--- src/rtl/lc3b_pkg.sv ---
// Shared datapath types: the 2-bit destination select, its named values and the bus width.
// Also holds the per-slot mailbox state encoding.
package lc3b_pkg;

  localparam int BUS_W = 16;

  typedef logic [1:0] dest_sel_t;

  localparam dest_sel_t DEST_0 = 2'd0;
  localparam dest_sel_t DEST_1 = 2'd1;
  localparam dest_sel_t DEST_2 = 2'd2;
  localparam dest_sel_t DEST_3 = 2'd3;

  typedef enum logic {
    SLOT_EMPTY = 1'b0,
    SLOT_FULL  = 1'b1
  } slot_state_t;

endpackage

--- src/rtl/demux4_mailbox_if.sv ---
// Bus-side valid/ready handshake plus the four destination mailboxes toward their consumers.
// The slave modport is the demux; the master modport is the producer/consumer side.
interface demux4_mailbox_if
  import lc3b_pkg::*;
#(
  parameter int WIDTH = BUS_W
);
  logic [WIDTH-1:0] in_data;
  dest_sel_t        in_sel;
  logic             in_valid;
  logic             in_ready;
  logic [WIDTH-1:0] out0;
  logic [WIDTH-1:0] out1;
  logic [WIDTH-1:0] out2;
  logic [WIDTH-1:0] out3;
  logic [3:0]       out_valid;
  logic [3:0]       out_ack;

  modport slave (
    input  in_data, in_sel, in_valid, out_ack,
    output in_ready, out0, out1, out2, out3, out_valid
  );

  modport master (
    output in_data, in_sel, in_valid, out_ack,
    input  in_ready, out0, out1, out2, out3, out_valid
  );
endinterface

--- src/rtl/mailbox_slot.sv ---
// One-deep mailbox: a data register and a valid flag. The producer side guarantees wr_en
// only arrives while the slot is empty or being acked in the same cycle.
//
//   state      | meaning
//   -----------+-----------------------------------------------
//   SLOT_EMPTY | no undelivered data; ack is ignored
//   SLOT_FULL  | data_o holds undelivered data; valid_o = 1
module mailbox_slot
  import lc3b_pkg::*;
#(
  parameter int WIDTH = BUS_W
) (
  input  logic             clk,
  input  logic             reset_n,
  input  logic             wr_en,
  input  logic [WIDTH-1:0] wr_data,
  input  logic             ack,
  output logic [WIDTH-1:0] data_o,
  output logic             valid_o
);

  slot_state_t      state_q, state_d;
  logic [WIDTH-1:0] data_q, data_d;

  always_ff @(posedge clk) begin
    if (!reset_n) begin
      state_q <= SLOT_EMPTY;
      data_q  <= '0;
    end else begin
      state_q <= state_d;
      data_q  <= data_d;
    end
  end

  // A write in the same cycle as an ack keeps the slot full with the new data.
  always_comb begin
    state_d = state_q;
    data_d  = data_q;
    case (state_q)
      SLOT_EMPTY: begin
        if (wr_en) begin
          state_d = SLOT_FULL;
          data_d  = wr_data;
        end
      end
      SLOT_FULL: begin
        if (wr_en) begin
          data_d = wr_data;
        end else if (ack) begin
          state_d = SLOT_EMPTY;
        end
      end
      default: state_d = SLOT_EMPTY;
    endcase
  end

  assign data_o  = data_q;
  assign valid_o = (state_q == SLOT_FULL);

endmodule

--- src/rtl/demux4_mailbox.sv ---
// Routes one bus value into one of four mailbox slots selected by in_sel; stalls the producer
// while the target slot is full and not being acked. DEMUX_STALL_CNT_EN adds a saturating stall counter.
module demux4_mailbox
  import lc3b_pkg::*;
#(
  parameter int WIDTH   = BUS_W,
  parameter int STALL_W = 8
) (
  input  logic                clk,
  input  logic                reset_n,
  demux4_mailbox_if.slave     bus
`ifdef DEMUX_STALL_CNT_EN
  ,
  output logic [STALL_W-1:0]  stall_count
`endif
);

  logic [WIDTH-1:0] slot_data [4];
  logic [3:0]       slot_valid;
  logic [3:0]       wr_en;
  logic             in_ready;
  logic             accept;

  // An ack to the selected slot frees it for a write in the same cycle.
  assign in_ready = ~slot_valid[bus.in_sel] | bus.out_ack[bus.in_sel];
  assign accept   = bus.in_valid & in_ready;

  always_comb begin
    wr_en = '0;
    if (accept) begin
      wr_en[bus.in_sel] = 1'b1;
    end
  end

  for (genvar n = 0; n < 4; n++) begin : g_slot
    mailbox_slot #(.WIDTH(WIDTH)) u_slot (
      .clk     (clk),
      .reset_n (reset_n),
      .wr_en   (wr_en[n]),
      .wr_data (bus.in_data),
      .ack     (bus.out_ack[n]),
      .data_o  (slot_data[n]),
      .valid_o (slot_valid[n])
    );
  end

  assign bus.in_ready  = in_ready;
  assign bus.out0      = slot_data[DEST_0];
  assign bus.out1      = slot_data[DEST_1];
  assign bus.out2      = slot_data[DEST_2];
  assign bus.out3      = slot_data[DEST_3];
  assign bus.out_valid = slot_valid;

`ifdef DEMUX_STALL_CNT_EN
  logic [STALL_W-1:0] stall_q, stall_d;

  // Saturates at all-ones; only reset clears it.
  always_comb begin
    stall_d = stall_q;
    if (bus.in_valid && !in_ready && !(&stall_q)) begin
      stall_d = stall_q + {{(STALL_W-1){1'b0}}, 1'b1};
    end
  end

  always_ff @(posedge clk) begin
    if (!reset_n) begin
      stall_q <= '0;
    end else begin
      stall_q <= stall_d;
    end
  end

  assign stall_count = stall_q;
`endif

endmodule
--- src/flat_wrapper.sv ---
// flat-port wrapper written by rule: the top's interface ports become plain ports
module demux4_mailbox_flat import lc3b_pkg::*;
#(
  parameter int WIDTH   = BUS_W,
  parameter int STALL_W = 8
)
  (clk, reset_n, bus_in_data, bus_in_sel, bus_in_valid, bus_out_ack, bus_in_ready, bus_out0, bus_out1, bus_out2, bus_out3, bus_out_valid);
  demux4_mailbox_if #(.WIDTH(WIDTH)) bus_i ();
  input  logic clk;
  input  logic reset_n;
  input wire logic [$bits(bus_i.in_data)-1:0] bus_in_data;
  input wire logic [$bits(bus_i.in_sel)-1:0] bus_in_sel;
  input wire logic [$bits(bus_i.in_valid)-1:0] bus_in_valid;
  input wire logic [$bits(bus_i.out_ack)-1:0] bus_out_ack;
  output wire logic [$bits(bus_i.in_ready)-1:0] bus_in_ready;
  output wire logic [$bits(bus_i.out0)-1:0] bus_out0;
  output wire logic [$bits(bus_i.out1)-1:0] bus_out1;
  output wire logic [$bits(bus_i.out2)-1:0] bus_out2;
  output wire logic [$bits(bus_i.out3)-1:0] bus_out3;
  output wire logic [$bits(bus_i.out_valid)-1:0] bus_out_valid;
  assign bus_i.in_data = bus_in_data;
  assign bus_i.in_sel = bus_in_sel;
  assign bus_i.in_valid = bus_in_valid;
  assign bus_i.out_ack = bus_out_ack;
  assign bus_in_ready = bus_i.in_ready;
  assign bus_out0 = bus_i.out0;
  assign bus_out1 = bus_i.out1;
  assign bus_out2 = bus_i.out2;
  assign bus_out3 = bus_i.out3;
  assign bus_out_valid = bus_i.out_valid;
  demux4_mailbox #(.WIDTH(WIDTH), .STALL_W(STALL_W)) u_core (.clk(clk), .reset_n(reset_n), .bus(bus_i));
endmodule
--- config.mk ---
export PLATFORM = sky130hd
export DESIGN_NAME = demux4_mailbox_flat
export DESIGN_NICKNAME = d
export VERILOG_FILES = /design/src/rtl/lc3b_pkg.sv /design/src/rtl/demux4_mailbox_if.sv /design/src/rtl/mailbox_slot.sv /design/src/rtl/demux4_mailbox.sv /design/src/flat_wrapper.sv
export SDC_FILE = /design/constraint.sdc
export NUM_CORES = 1
export LEC_CHECK = 0
export BUFFER_PORTS_ARGS = -buffer_cell sky130_fd_sc_hd__buf_2
export CAP_MARGIN = 20
export CORE_MARGIN = 2
export CORE_UTILIZATION = 45
export CTS_BUF_LIST = sky130_fd_sc_hd__clkbuf_2 sky130_fd_sc_hd__clkbuf_4 sky130_fd_sc_hd__clkbuf_8
export DETAILED_ROUTE_END_ITERATION = 8
export GPL_TIMING_DRIVEN = 1
export MAX_ROUTING_LAYER = met4
export PLACE_DENSITY = 0.78
export SLEW_MARGIN = 0
export SYNTH_ARGS = -nofsm -noshare
export SYNTH_HDL_FRONTEND = slang
export SYNTH_HIERARCHICAL = 1
export SYNTH_SLANG_ARGS = --single-unit
--- constraint.sdc ---
create_clock -name clk -period 1.35 [get_ports clk]
set_input_delay 0.135 -clock clk [delete_from_list [all_inputs] [get_ports clk]]
set_output_delay 0.135 -clock clk [all_outputs]
set_load 0.05 [all_outputs]
# Yosys cells after proc, flatten, opt, wreduce, memory -nomap -nowiden

Cells that the tools add are included.

Reduce and logical (&&, ||, !) cells: 1
Muxes and demuxes: 27
$lt $le $gt $ge: 2
Bitwise gates (word level): 7

Operators with widths:

| kind                                                 | number |
|---|---|
| 2-to-1 mux 16 bit                                    | 4 |
| 2-to-1 mux 1 bit                                     | 15 |
| one-hot mux 1 bit (2 select lines)                   | 4 |
| inverter 1 bit                                       | 5 |
| binary-select mux 1 bit (select 2 bit)               | 2 |
| 2-to-1 mux 4 bit                                     | 1 |
| < comparator 2 x 3 -> 1 bit (second input constant)  | 1 |
| demux 1 bit (select 2 bit)                           | 1 |
| >= comparator 2 x 1 -> 1 bit (second input constant) | 1 |
| AND 1 bit                                            | 1 |
| logical AND 1 bit                                    | 1 |
| bitwise OR 1 bit                                     | 1 |

Logic and storage cells: 45
Flip-flop bits (word level): 68
Output and inout bits: 69

# Longest topological paths before layout

Gate-level depths: netlist (run 1).

Word-level depth: 8
Gate-level depth with buffers: 6
Gate-level depth less buffers: 4

# Hierarchy

Netlist (run 1), hierarchy kept.

By module, submodules not included:

| module         | times used | area an instance (um2) | sequential area each (um2) | cells an instance |
|---|---|---|---|---|
| mailbox_slot   | 4          | 649.4                  | 340.3                      | 54 |
| demux4_mailbox | 1          | 101.3                  | 0.0                        | 9 |

# Least setup slack after synthesis (run 1)

OpenSTA, ideal clock, no wires.

Kind: register to register
From: register u_core.g_slot[0].u_slot.state_q
To: register u_core.g_slot[0].u_slot.data_q[10]
Path buffers: 2
Cell stages (with the launch flop): 7
Data required time: 1.233 ns
Arrival time: 1.424 ns
Path slack: -0.191 ns
Cells stage by stage: dfxtp_1 nand2b_1 nor4bb_1 buf_6 buf_12 mux2i_1 nor2b_1

Cells in the longest elaborated chain, start to end: 6

RTL lines:

| item                                   | line                 | text |
|---|---|---|
| start: declaration                     | mailbox_slot.sv:22   | `slot_state_t state_q, state_d;` |
| start signal: assignment               | mailbox_slot.sv:30   | `state_q <= state_d;` |
| binary-select mux 1 bit (select 2 bit) | demux4_mailbox.sv:25 | `assign in_ready = ~slot_valid[bus.in_sel] \| bus.out_ack[bus.in_sel];` |
| 2-to-1 mux 1 bit (not written as such) | demux4_mailbox.sv:25 |  |
| inverter 1 bit                         | demux4_mailbox.sv:25 |  |
| bitwise OR 1 bit                       | demux4_mailbox.sv:25 |  |
| AND 1 bit                              | demux4_mailbox.sv:26 | `assign accept = bus.in_valid & in_ready;` |
| 2-to-1 mux 4 bit                       | demux4_mailbox.sv:30 | `if (accept) begin` |
| net u_core.wr_en[0]                    | demux4_mailbox.sv:20 | `logic [3:0] wr_en;` |
| end signal: assignment                 | mailbox_slot.sv:31   | `data_q <= data_d;` |
| end: declaration                       | mailbox_slot.sv:23   | `logic [WIDTH-1:0] data_q, data_d;` |

The timed path passes the listed nets, and every way through them passes these cells. The select of a mux whose other input is x is not followed.
A chain may end at the register's enable or synchronous reset.

# Final worst setup path (run 1)

From: register u_core.g_slot[1].u_slot.state_q
To: output bus_in_ready

Cells in the longest elaborated chain, start to end: 4

RTL lines:

| item                                   | line                 | text |
|---|---|---|
| start: declaration                     | mailbox_slot.sv:22   |  |
| start signal: assignment               | mailbox_slot.sv:30   |  |
| binary-select mux 1 bit (select 2 bit) | demux4_mailbox.sv:25 |  |
| 2-to-1 mux 1 bit (not written as such) | demux4_mailbox.sv:25 |  |
| inverter 1 bit                         | demux4_mailbox.sv:25 |  |
| bitwise OR 1 bit                       | demux4_mailbox.sv:25 |  |
| end: declaration                       | flat_wrapper.sv:15   | `output wire logic [$bits(bus_i.in_ready)-1:0] bus_in_ready;` |

Every way passes these cells. The select of a mux whose other input is x is not followed.

==> results of run 1 <==
cells in the final DEF, fill, tap and decap left out:
cell / netlist / layout
buf_2: 0 / 92
nor2b_1: 68 / 68
mux2i_1: 64 / 64
dfxtp_1: 68 / 64
clkbuf_8: 0 / 9
clkinv_2: 0 / 4
buf_4: 0 / 4
nand2b_4: 2 / 4
o21a_1: 4 / 4
buf_12: 4 / 4
dfxtp_4: 0 / 3
clkinvlp_4: 0 / 2
and4b_1: 2 / 2
clkinv_4: 0 / 1
buf_8: 0 / 1
mux4_2: 1 / 1
nor4bb_4: 0 / 1
and4_1: 1 / 1
buf_6: 4 / 1
dfxtp_2: 0 / 1
routing by layer:
| layer | global-route usage [%] | up-vias |
|---|---|---|
| met2 | 27.21 | 52 |
| li1 | - | 961 |
| met5 | - | - |
| met1 | 23.25 | 890 |
| met3 | 4.286 | 4 |
| met4 | 7.119 | 0 |
final cells by class:
class	count	area share, %
well taps	75	2.712
clock inverters	7	1.266
flip-flops and latches	68	39.71
repair buffers	102	17.25
multi-input cells	145	35.48
clock buffers	9	3.580
metrics by stage:
step / instance area (µm²) / hold WS (ns) / cells
3_5_place_dp: 3253 / 0.4504 / 389
3_3_place_gp: 3253 / 0.4395 / 389
2_1_floorplan: 2724 / 0.2632 / 225
4_1_cts: 3456 / 0.09037 / 406
6_report: 3460 / 0.1017 / 406
5_1_grt: 3460 / 0.09928 / 406
power by group through the flow:
stage,registers [mW],clock network (mW),logic [mW]
floorplan,2.39,0,0.227
global placement,2.15,0,0.637
detailed placement,2.15,0,0.645
CTS,2.11,1.45,0.652
global route,2.11,1.54,0.687
finish,2.11,1.41,0.648
worst paths after layout:
path                                                        from                                               to  cells after the start
setup reg to reg      u_core/g_slot[3].u_slot/valid_o$_SDFF_PN0_  u_core/g_slot[3].u_slot/data_o[12]$_SDFFE_PN0P_                      5
setup / recovery      u_core/g_slot[1].u_slot/valid_o$_SDFF_PN0_                                     bus_in_ready                      3
hold / removal                                   bus_in_data[11]  u_core/g_slot[1].u_slot/data_o[11]$_SDFFE_PN0P_                      3
hold reg to reg   u_core/g_slot[0].u_slot/data_o[2]$_SDFFE_PN0P_   u_core/g_slot[0].u_slot/data_o[2]$_SDFFE_PN0P_                      2
sequential cells by signal (all words and copies together) (netlist names):
signal	cells
u_core/g_slot.u_slot/valid_o	4
u_core/g_slot.u_slot/data_o	64
cell families after synthesis:
family | Yosys count | synth area share, %
mux | 65 | 24.57
simple gates | 76 | 18.68
flops | 68 | 50.44
compound gates | 4 | 1.113
buf+inv | 12 | 5.192
worst max-delay path: cells and delay by family (launching register included):
family	cells	cell delay, ns
buffers and inverters	1	0.17
DFF	1	0.36
muxes	1	0.49
and+or+nand+nor	1	0.05
what timing repair did:
item / 4_1_cts / 5_1_grt
hold buffers: 0 / 0
cloned: 0 / 0
hold endpoints to repair: 0 / 0
setup buffers: 1 / 0
resized for setup: 6 / 1
setup endpoints to repair: 2 / 10
==> flow_summary.yaml, run 1 <==
power_and_ir_drop:
  seqPwrFrac_pct: 50.6
  power.share.clock_pct: 33.8
  p_total_mw: 4.165
  p_per_area_mw_per_mm2: 1204
  p_switching_mw: 1.215
  vdd_drop_max_uv: 682.0
  intPower_mw: 2.950
  swShare_pct: 29.17
  p_leak_nw: 1.481
  comb_power_share_pct: 15.6
timing:
  fmax_mhz: 644.3
  tightest_slew_ns: 0.3027
  finalHoldViolations: 0
  fin_crit_ns: 1.552
  slew-limit-headroom_pct: 79.82
  maxSlewViolCount: 0
  clock_skew_ns: 0.01027
  final.setup.tns_ns: -0.2020
  rsz0062_at_grt: "yes"
  setup-violations-final: 1
  fin_crit_sh_pct: 115.0
  setup_slack_ns: -0.2020
run_status:
  status: "finished, violations left"
  violations: "negative setup slack"
yosys:
  ys_types: 13
  syn-num-nets: 250
  syn_avg_cell_area_um2: 11.99
  ys_top_cells_by_count: "dfxtp_1, nor2b_1, mux2i_1"
  syn_inst: 225
  synth_area_leaders: "dfxtp_1, mux2i_1, nor2b_1, buf_12, buf_6"
  synth_top_area_cell: "dfxtp_1"
  synth-seq-cells: 68
  ys_async_sr_fraction_pct: 0
  synth_ff_type: "dfxtp_1"
  synth_area_mm2: 0.002699
  yosysWarnings: 6
  ys_seq_area_share_pct: 50.44
  synth_top_area_share_pct: 50.44
  synth_edf_count: 0
clock_tree:
  clkTransAtPathRegs_ns: 0.07
  cts_buffers: 9
  clkLatencyLatePin_ns: 0.34
  cts_htree_levels: 3
  cts_tree: "done"
  cts_max_path_buffers: 2
  root_buffer: "clkbuf_8"
  cts.sinks: 68
die:
  die_x_um: 81.45
  rows: 28
  design.die.area_mm2: 0.006633
  ios: 94
  coreArea_mm2: 0.005851
  initial_core_util_pct: 46.13
  die_h_um: 81.45
route:
  drt_wl_total_mm: 5.597
  routedWlPerCell_um: 13.79
  wl_met1_mm: 2.546
  highest_layer: "met4"
  drcViolationCount: 0
  ant_nets: 0
  met3_length_um: 303
  drtIter0Drc: 49
  num_vias: 1907
  dr.pass1.iters: 4
  wl_met2_mm: 2.691
  viasPerCell: 4.697
global_route:
  antenna_found_initial: 0
  grt-ovfl-total: 0
  grt_pass1_wl_mm: 8.687
  grt_pass1_vias: 1770
  track_usage_pct: 17.98
  grt_max_degree: 41
placement:
  dp_hpwl_mm: 3.950
  pre_cts_ws_ns: 0.02034
  io_buffers: 93
  gp_congestion: 0.7470
min_path:
  hp-class: "in -> reg"
finish:
  area_delta_synth_final_pct: 28.19
  seq_area_mm2: 0.001374
  final_nets: 351
  drive_gt1_share_pct: 38.67
  diodes: 0
  postLayoutCoreUtil_pct: 59.13
  num-fill-cells: 496
  multi_input_area_mm2: 0.001227
job:
  cap_viol_max_count: 0
critical_path:
  crit_slowest_cell: "mux4_2"
  required_ns: 1.22
  critPathKind: "reg -> out"
  cp.arrival_ns: 1.42
  cp_cell_sequence: "nand2b_4 -> mux4_2 -> buf_8"
  startpoint_type: "register"
  cpPeakStageDelay_ns: 0.49
  end_kind: "primary output"
  reg2reg_setup_slack_ns: 0.09
  path_max_fanout: 3
(Power assumes the default switching activity.)
==> run 2, diff against run 1 <==
--- a/config.mk
+++ b/config.mk
@@ -7,13 +7,12 @@
 export LEC_CHECK = 0
 export BUFFER_PORTS_ARGS = -buffer_cell sky130_fd_sc_hd__buf_2
 export CAP_MARGIN = 20
-export CORE_MARGIN = 2
 export CORE_UTILIZATION = 45
 export CTS_BUF_LIST = sky130_fd_sc_hd__clkbuf_2 sky130_fd_sc_hd__clkbuf_4 sky130_fd_sc_hd__clkbuf_8
 export DETAILED_ROUTE_END_ITERATION = 8
 export GPL_TIMING_DRIVEN = 1
 export MAX_ROUTING_LAYER = met4
-export PLACE_DENSITY = 0.78
+export PLACE_DENSITY = 0.75
 export SLEW_MARGIN = 0
 export SYNTH_ARGS = -nofsm -noshare
 export SYNTH_HDL_FRONTEND = slang
==> constraint.sdc (replaced) <==
create_clock -name clk -period 1.6 [get_ports clk]
set_input_delay 0.16 -clock clk [delete_from_list [all_inputs] [get_ports clk]]
set_output_delay 0.16 -clock clk [all_outputs]
set_load 0.05 [all_outputs]
==> flow_summary.yaml, run 2 (same netlist as run 1, synthesis figures left out) <==
run_status:
  status: "completed"
global_route:
  grt_pass1_vias: 1774
  antenna_found_initial: 0
  grt-ovfl-total: 0
  grt_pass1_wl_mm: 8.942
  track_usage_pct: 19.43
  grt_max_degree: 69
die:
  ios: 94
  coreArea_mm2: 0.005642
  initial_core_util_pct: 47.84
  die_x_um: 79.45
  die_h_um: 79.45
  design.die.area_mm2: 0.006312
  rows: 27
critical_path:
  required_ns: 1.44
  cp.arrival_ns: 1.39
  critPathBufInv: 1
  critPathTopFamily: "multiplexers"
  startpoint_type: "register"
  end_kind: "primary output"
  critPathKind: "reg -> out"
  crit_slowest_cell: "mux4_2"
  cp_cell_sequence: "nand2b_4 -> mux4_2 -> buf_6"
  cpPeakStageDelay_ns: 0.46
  path_max_fanout: 3
power_and_ir_drop:
  p_leak_nw: 1.472
  seqPwrFrac_pct: 48.7
  p_per_area_mw_per_mm2: 1068
  vdd_drop_max_uv: 619.8
  p_switching_mw: 0.9851
  swShare_pct: 26.91
  comb_power_share_pct: 14.7
  intPower_mw: 2.675
  power.share.clock_pct: 36.6
  p_total_mw: 3.661
clock_tree:
  holdBufCountCts: 0
  cts_max_path_buffers: 2
  root_buffer: "clkbuf_8"
  cts.sinks: 68
  cts_buffers: 9
  cts_setup_buffers: 0
  cts_htree_levels: 3
  clkLatencyLatePin_ns: 0.34
  clkTransAtPathRegs_ns: 0.07
  cts_tree: "done"
  cts.repair.resized: 3
finish:
  diodes: 0
  largest_reg_flops: 64
  final_nets: 348
  drive_gt1_share_pct: 37.50
  final_common_cell: "buf_2"
  postLayoutCoreUtil_pct: 60.77
  layout_common_cells: "buf_2, nor2b_1, mux2i_1, dfxtp_1, clkbuf_8"
  area_delta_synth_final_pct: 27.03
route:
  met3_length_um: 237
  wl_met1_mm: 2.654
  drt_wl_total_mm: 5.678
  wl_met2_mm: 2.660
  routedWlPerCell_um: 14.20
  num_vias: 1869
  viasPerCell: 4.673
  dr.pass1.iters: 4
  ant_nets: 0
  drcViolationCount: 0
  highest_layer: "met4"
  drtIter0Drc: 85
timing:
  fin_crit_sh_pct: 96.61
  setup-violations-final: 0
  clock_skew_ns: 0.008551
  fmax_mhz: 646.9
  final.setup.tns_ns: 0
  tightest_slew_ns: 0.2775
  rsz0062_at_grt: "no"
  finalHoldViolations: 0
  fin_crit_ns: 1.546
  maxSlewViolCount: 0
  slew-limit-headroom_pct: 81.47
job:
  cap_viol_max_count: 0
min_path:
  hp-class: "in -> reg"
placement:
  io_buffers: 93
  dp_hpwl_mm: 3.720
  gp_congestion: 0.7213
[run 2: layout make-up]
type                            count  area (µm²)
Fill cell                         495        2213
Sequential cell                    68        1366
Multi-Input combinational cell    145        1212
Timing Repair Buffer               99       566.8
Clock buffer                       15       187.7
Tap cell                           72       90.09
Clock inverter                      1       5.005
[run 2: worst min-delay path, cell delays in order]
cell,delay [ns]
buf_2,0.11
mux2i_1,0.07
nor2b_1,0.09
[run 2: final timing paths]
check	start	slack, ns	cells after the start	endpoint
min reg2reg	u_core/g_slot[1].u_slot/data_o[13]$_SDFFE_PN0P_	0.51	2	u_core/g_slot[1].u_slot/data_o[13]$_SDFFE_PN0P_
max reg2reg	u_core/g_slot[0].u_slot/valid_o$_SDFF_PN0_	0.31	5	u_core/g_slot[0].u_slot/data_o[1]$_SDFFE_PN0P_
min	bus_in_data[6]	0.13	3	u_core/g_slot[3].u_slot/data_o[6]$_SDFFE_PN0P_
max	u_core/g_slot[2].u_slot/valid_o$_SDFF_PN0_	0.05	3	bus_in_ready
[run 2: power groups by stage]
stage                     registers, mW  logic, mW  clock network, mW
final                              1.78      0.540               1.34
after CTS                          1.78      0.543               1.37
after detailed placement           1.82      0.541                  0
after global routing               1.79      0.572               1.45
after floorplan                    2.02      0.189                  0
after global placement             1.82      0.535                  0
[run 2: stage by stage]
| step | worst slack (ns) | cells | hold WS (ns) | area [µm²] |
|---|---|---|---|---|
| floorplan | 0.05851 | 225 | 0.2882 | 2699 |
| global placement | 0.3527 | 384 | 0.4703 | 3224 |
| detailed placement | 0.2942 | 384 | 0.4771 | 3224 |
| CTS | 0.01480 | 400 | 0.1197 | 3422 |
| global route | 0.01525 | 400 | 0.1355 | 3428 |
| finish | 0.05421 | 400 | 0.1291 | 3428 |
[run 2: per-layer routing]
metal  vias to the layer above  global-route usage, %
met5                         -                      -
met1                       859                  23.95
met4                         0                  10.91
met2                        47                  29.40
li1                        953                      -
met3                        10                  4.229
==> run 3, diff against run 2 <==
--- a/config.mk
+++ b/config.mk
@@ -11,10 +11,10 @@
 export CTS_BUF_LIST = sky130_fd_sc_hd__clkbuf_2 sky130_fd_sc_hd__clkbuf_4 sky130_fd_sc_hd__clkbuf_8
 export DETAILED_ROUTE_END_ITERATION = 8
 export GPL_TIMING_DRIVEN = 1
-export MAX_ROUTING_LAYER = met4
 export PLACE_DENSITY = 0.75
-export SLEW_MARGIN = 0
+export SLEW_MARGIN = 20
 export SYNTH_ARGS = -nofsm -noshare
 export SYNTH_HDL_FRONTEND = slang
 export SYNTH_HIERARCHICAL = 1
 export SYNTH_SLANG_ARGS = --single-unit
+export TNS_END_PERCENT = 10
==> flow_summary.yaml, run 3 (same netlist as run 1, synthesis figures left out) <==
timing:
  maxSlewViolCount: 0
  fmax_mhz: 647.3
  fin_crit_sh_pct: 96.56
  whs_ns: 0.1306
  setup-violations-final: 0
  clock_skew_ns: 0.009017
  fin_crit_ns: 1.545
  final.setup.tns_ns: 0
  slew-limit-headroom_pct: 81.47
  finalHoldViolations: 0
  tightest_slew_ns: 0.2775
  rsz0062_at_grt: "no"
critical_path:
  required_ns: 1.44
  cpPeakStageDelay_ns: 0.46
  critPathBufInv: 1
  end_kind: "primary output"
  crit_slowest_cell: "mux4_2"
  path_max_fanout: 3
  cp.arrival_ns: 1.38
  critPathKind: "reg -> out"
  critPathTopFamily: "multiplexers"
  startpoint_type: "register"
  cp_cell_sequence: "nand2b_4 -> mux4_2 -> buf_6"
route:
  routedWlPerCell_um: 14.25
  dr.pass1.iters: 4
  wl_met1_mm: 2.642
  ant_nets: 0
  highest_layer: "met4"
  num_vias: 1874
  viasPerCell: 4.685
  wl_met2_mm: 2.718
  met3_length_um: 260
  drt_wl_total_mm: 5.701
  drcViolationCount: 0
  drtIter0Drc: 74
finish:
  area_delta_synth_final_pct: 27.03
  final_common_cell: "buf_2"
  postLayoutCoreUtil_pct: 60.77
  largest_reg_flops: 64
  final_nets: 348
  design_area_mm2: 0.003428
  fin_cells: 400
  layout_common_cells: "buf_2, nor2b_1, mux2i_1, dfxtp_1, clkbuf_8"
  drive_gt1_share_pct: 37.50
  diodes: 0
  num-fill-cells: 495
clock_tree:
  clkLatencyLatePin_ns: 0.34
  cts_buffers: 9
  cts_htree_levels: 3
  root_buffer: "clkbuf_8"
  holdBufCountCts: 0
  cts.sinks: 68
  cts_tree: "done"
  cts_max_path_buffers: 2
  clkTransAtPathRegs_ns: 0.07
placement:
  io_buffers: 93
  placedCellCount: 384
  dp_hpwl_mm: 3.720
  postPlaceCellArea_mm2: 0.003224
  gp_congestion: 0.7131
job:
  cap_viol_max_count: 0
global_route:
  grt_pass1_vias: 1780
  grt_pass1_wl_mm: 8.942
  track_usage_pct: 18.98
  grt-ovfl-total: 0
  grt_max_degree: 69
  antenna_found_initial: 0
run_status:
  status: "completed"
power_and_ir_drop:
  swShare_pct: 26.86
  comb_power_share_pct: 14.8
  seqPwrFrac_pct: 48.7
  vdd_drop_max_uv: 621.6
  p_switching_mw: 0.9828
  power.share.clock_pct: 36.5
  intPower_mw: 2.676
  p_leak_nw: 1.472
  p_per_area_mw_per_mm2: 1067
die:
  initial_core_util_pct: 47.84
  coreArea_mm2: 0.005642
  die_x_um: 79.45
  design.die.area_mm2: 0.006312
  rows: 27
  die_h_um: 79.45
  ios: 94
min_path:
  hp-class: "in -> reg"
-- run 3: cell counts in the layout (fill, tap and decap cells not counted) --
No cell type changed its count.
-- run 3: worst min-delay path, stage by stage --
cell and delay (ns):
buf_2 0.11, mux2i_1 0.07, nor2b_1 0.09
-- run 3: worst paths after layout --
path	start	to	slack (ns)	cells after the start
worst max-delay path	u_core/g_slot[2].u_slot/valid_o$_SDFF_PN0_	bus_in_ready	0.06	3
worst min-delay path	bus_in_data[6]	u_core/g_slot[3].u_slot/data_o[6]$_SDFFE_PN0P_	0.13	3
worst max register to register	u_core/g_slot[0].u_slot/valid_o$_SDFF_PN0_	u_core/g_slot[0].u_slot/data_o[1]$_SDFFE_PN0P_	0.31	5
worst min register to register	u_core/g_slot[1].u_slot/data_o[13]$_SDFFE_PN0P_	u_core/g_slot[1].u_slot/data_o[13]$_SDFFE_PN0P_	0.51	2
-- run 3: timing repair --
item,4_1_cts,5_1_grt
buffers inserted,0,0
pin swaps,0,0
gates resized for setup,3,3
setup endpoints to repair,1,1
-- run 3: through the flow --
step | worst slack (ns) | total power, mW
floorplan | 0.05851 | 2.211
global placement | 0.3527 | 2.351
detailed placement | 0.2942 | 2.358
CTS | 0.01480 | 3.693
global route | 0.01101 | 3.818
finish | 0.05508 | 3.658
-- run 3: final cells by class --
class	instances	area (µm²)	area share (%)
flip-flops and latches	68	1366	39.85
clock inverters	1	5.005	0.1460
clock buffers	15	187.7	5.474
multi-input cells	145	1212	35.36
well taps	72	90.09	2.628
repair buffers	99	566.8	16.53
-- run 3: metal layers --
| layer | track usage (%) | vias up |
|---|---|---|
| met4 | 9.818 | 0 |
| li1 | - | 952 |
| met2 | 29.49 | 47 |
| met1 | 23.66 | 869 |
| met3 | 5.600 | 6 |
| met5 | 0 | - |
-- run 3: power groups by stage --
stage	combinational (mW)	clock, mW	sequential (mW)
detailed placement	0.541	0	1.82
global placement	0.535	0	1.82
floorplan	0.189	0	2.02
finish	0.541	1.34	1.78
CTS	0.543	1.37	1.78
global route	0.572	1.46	1.79
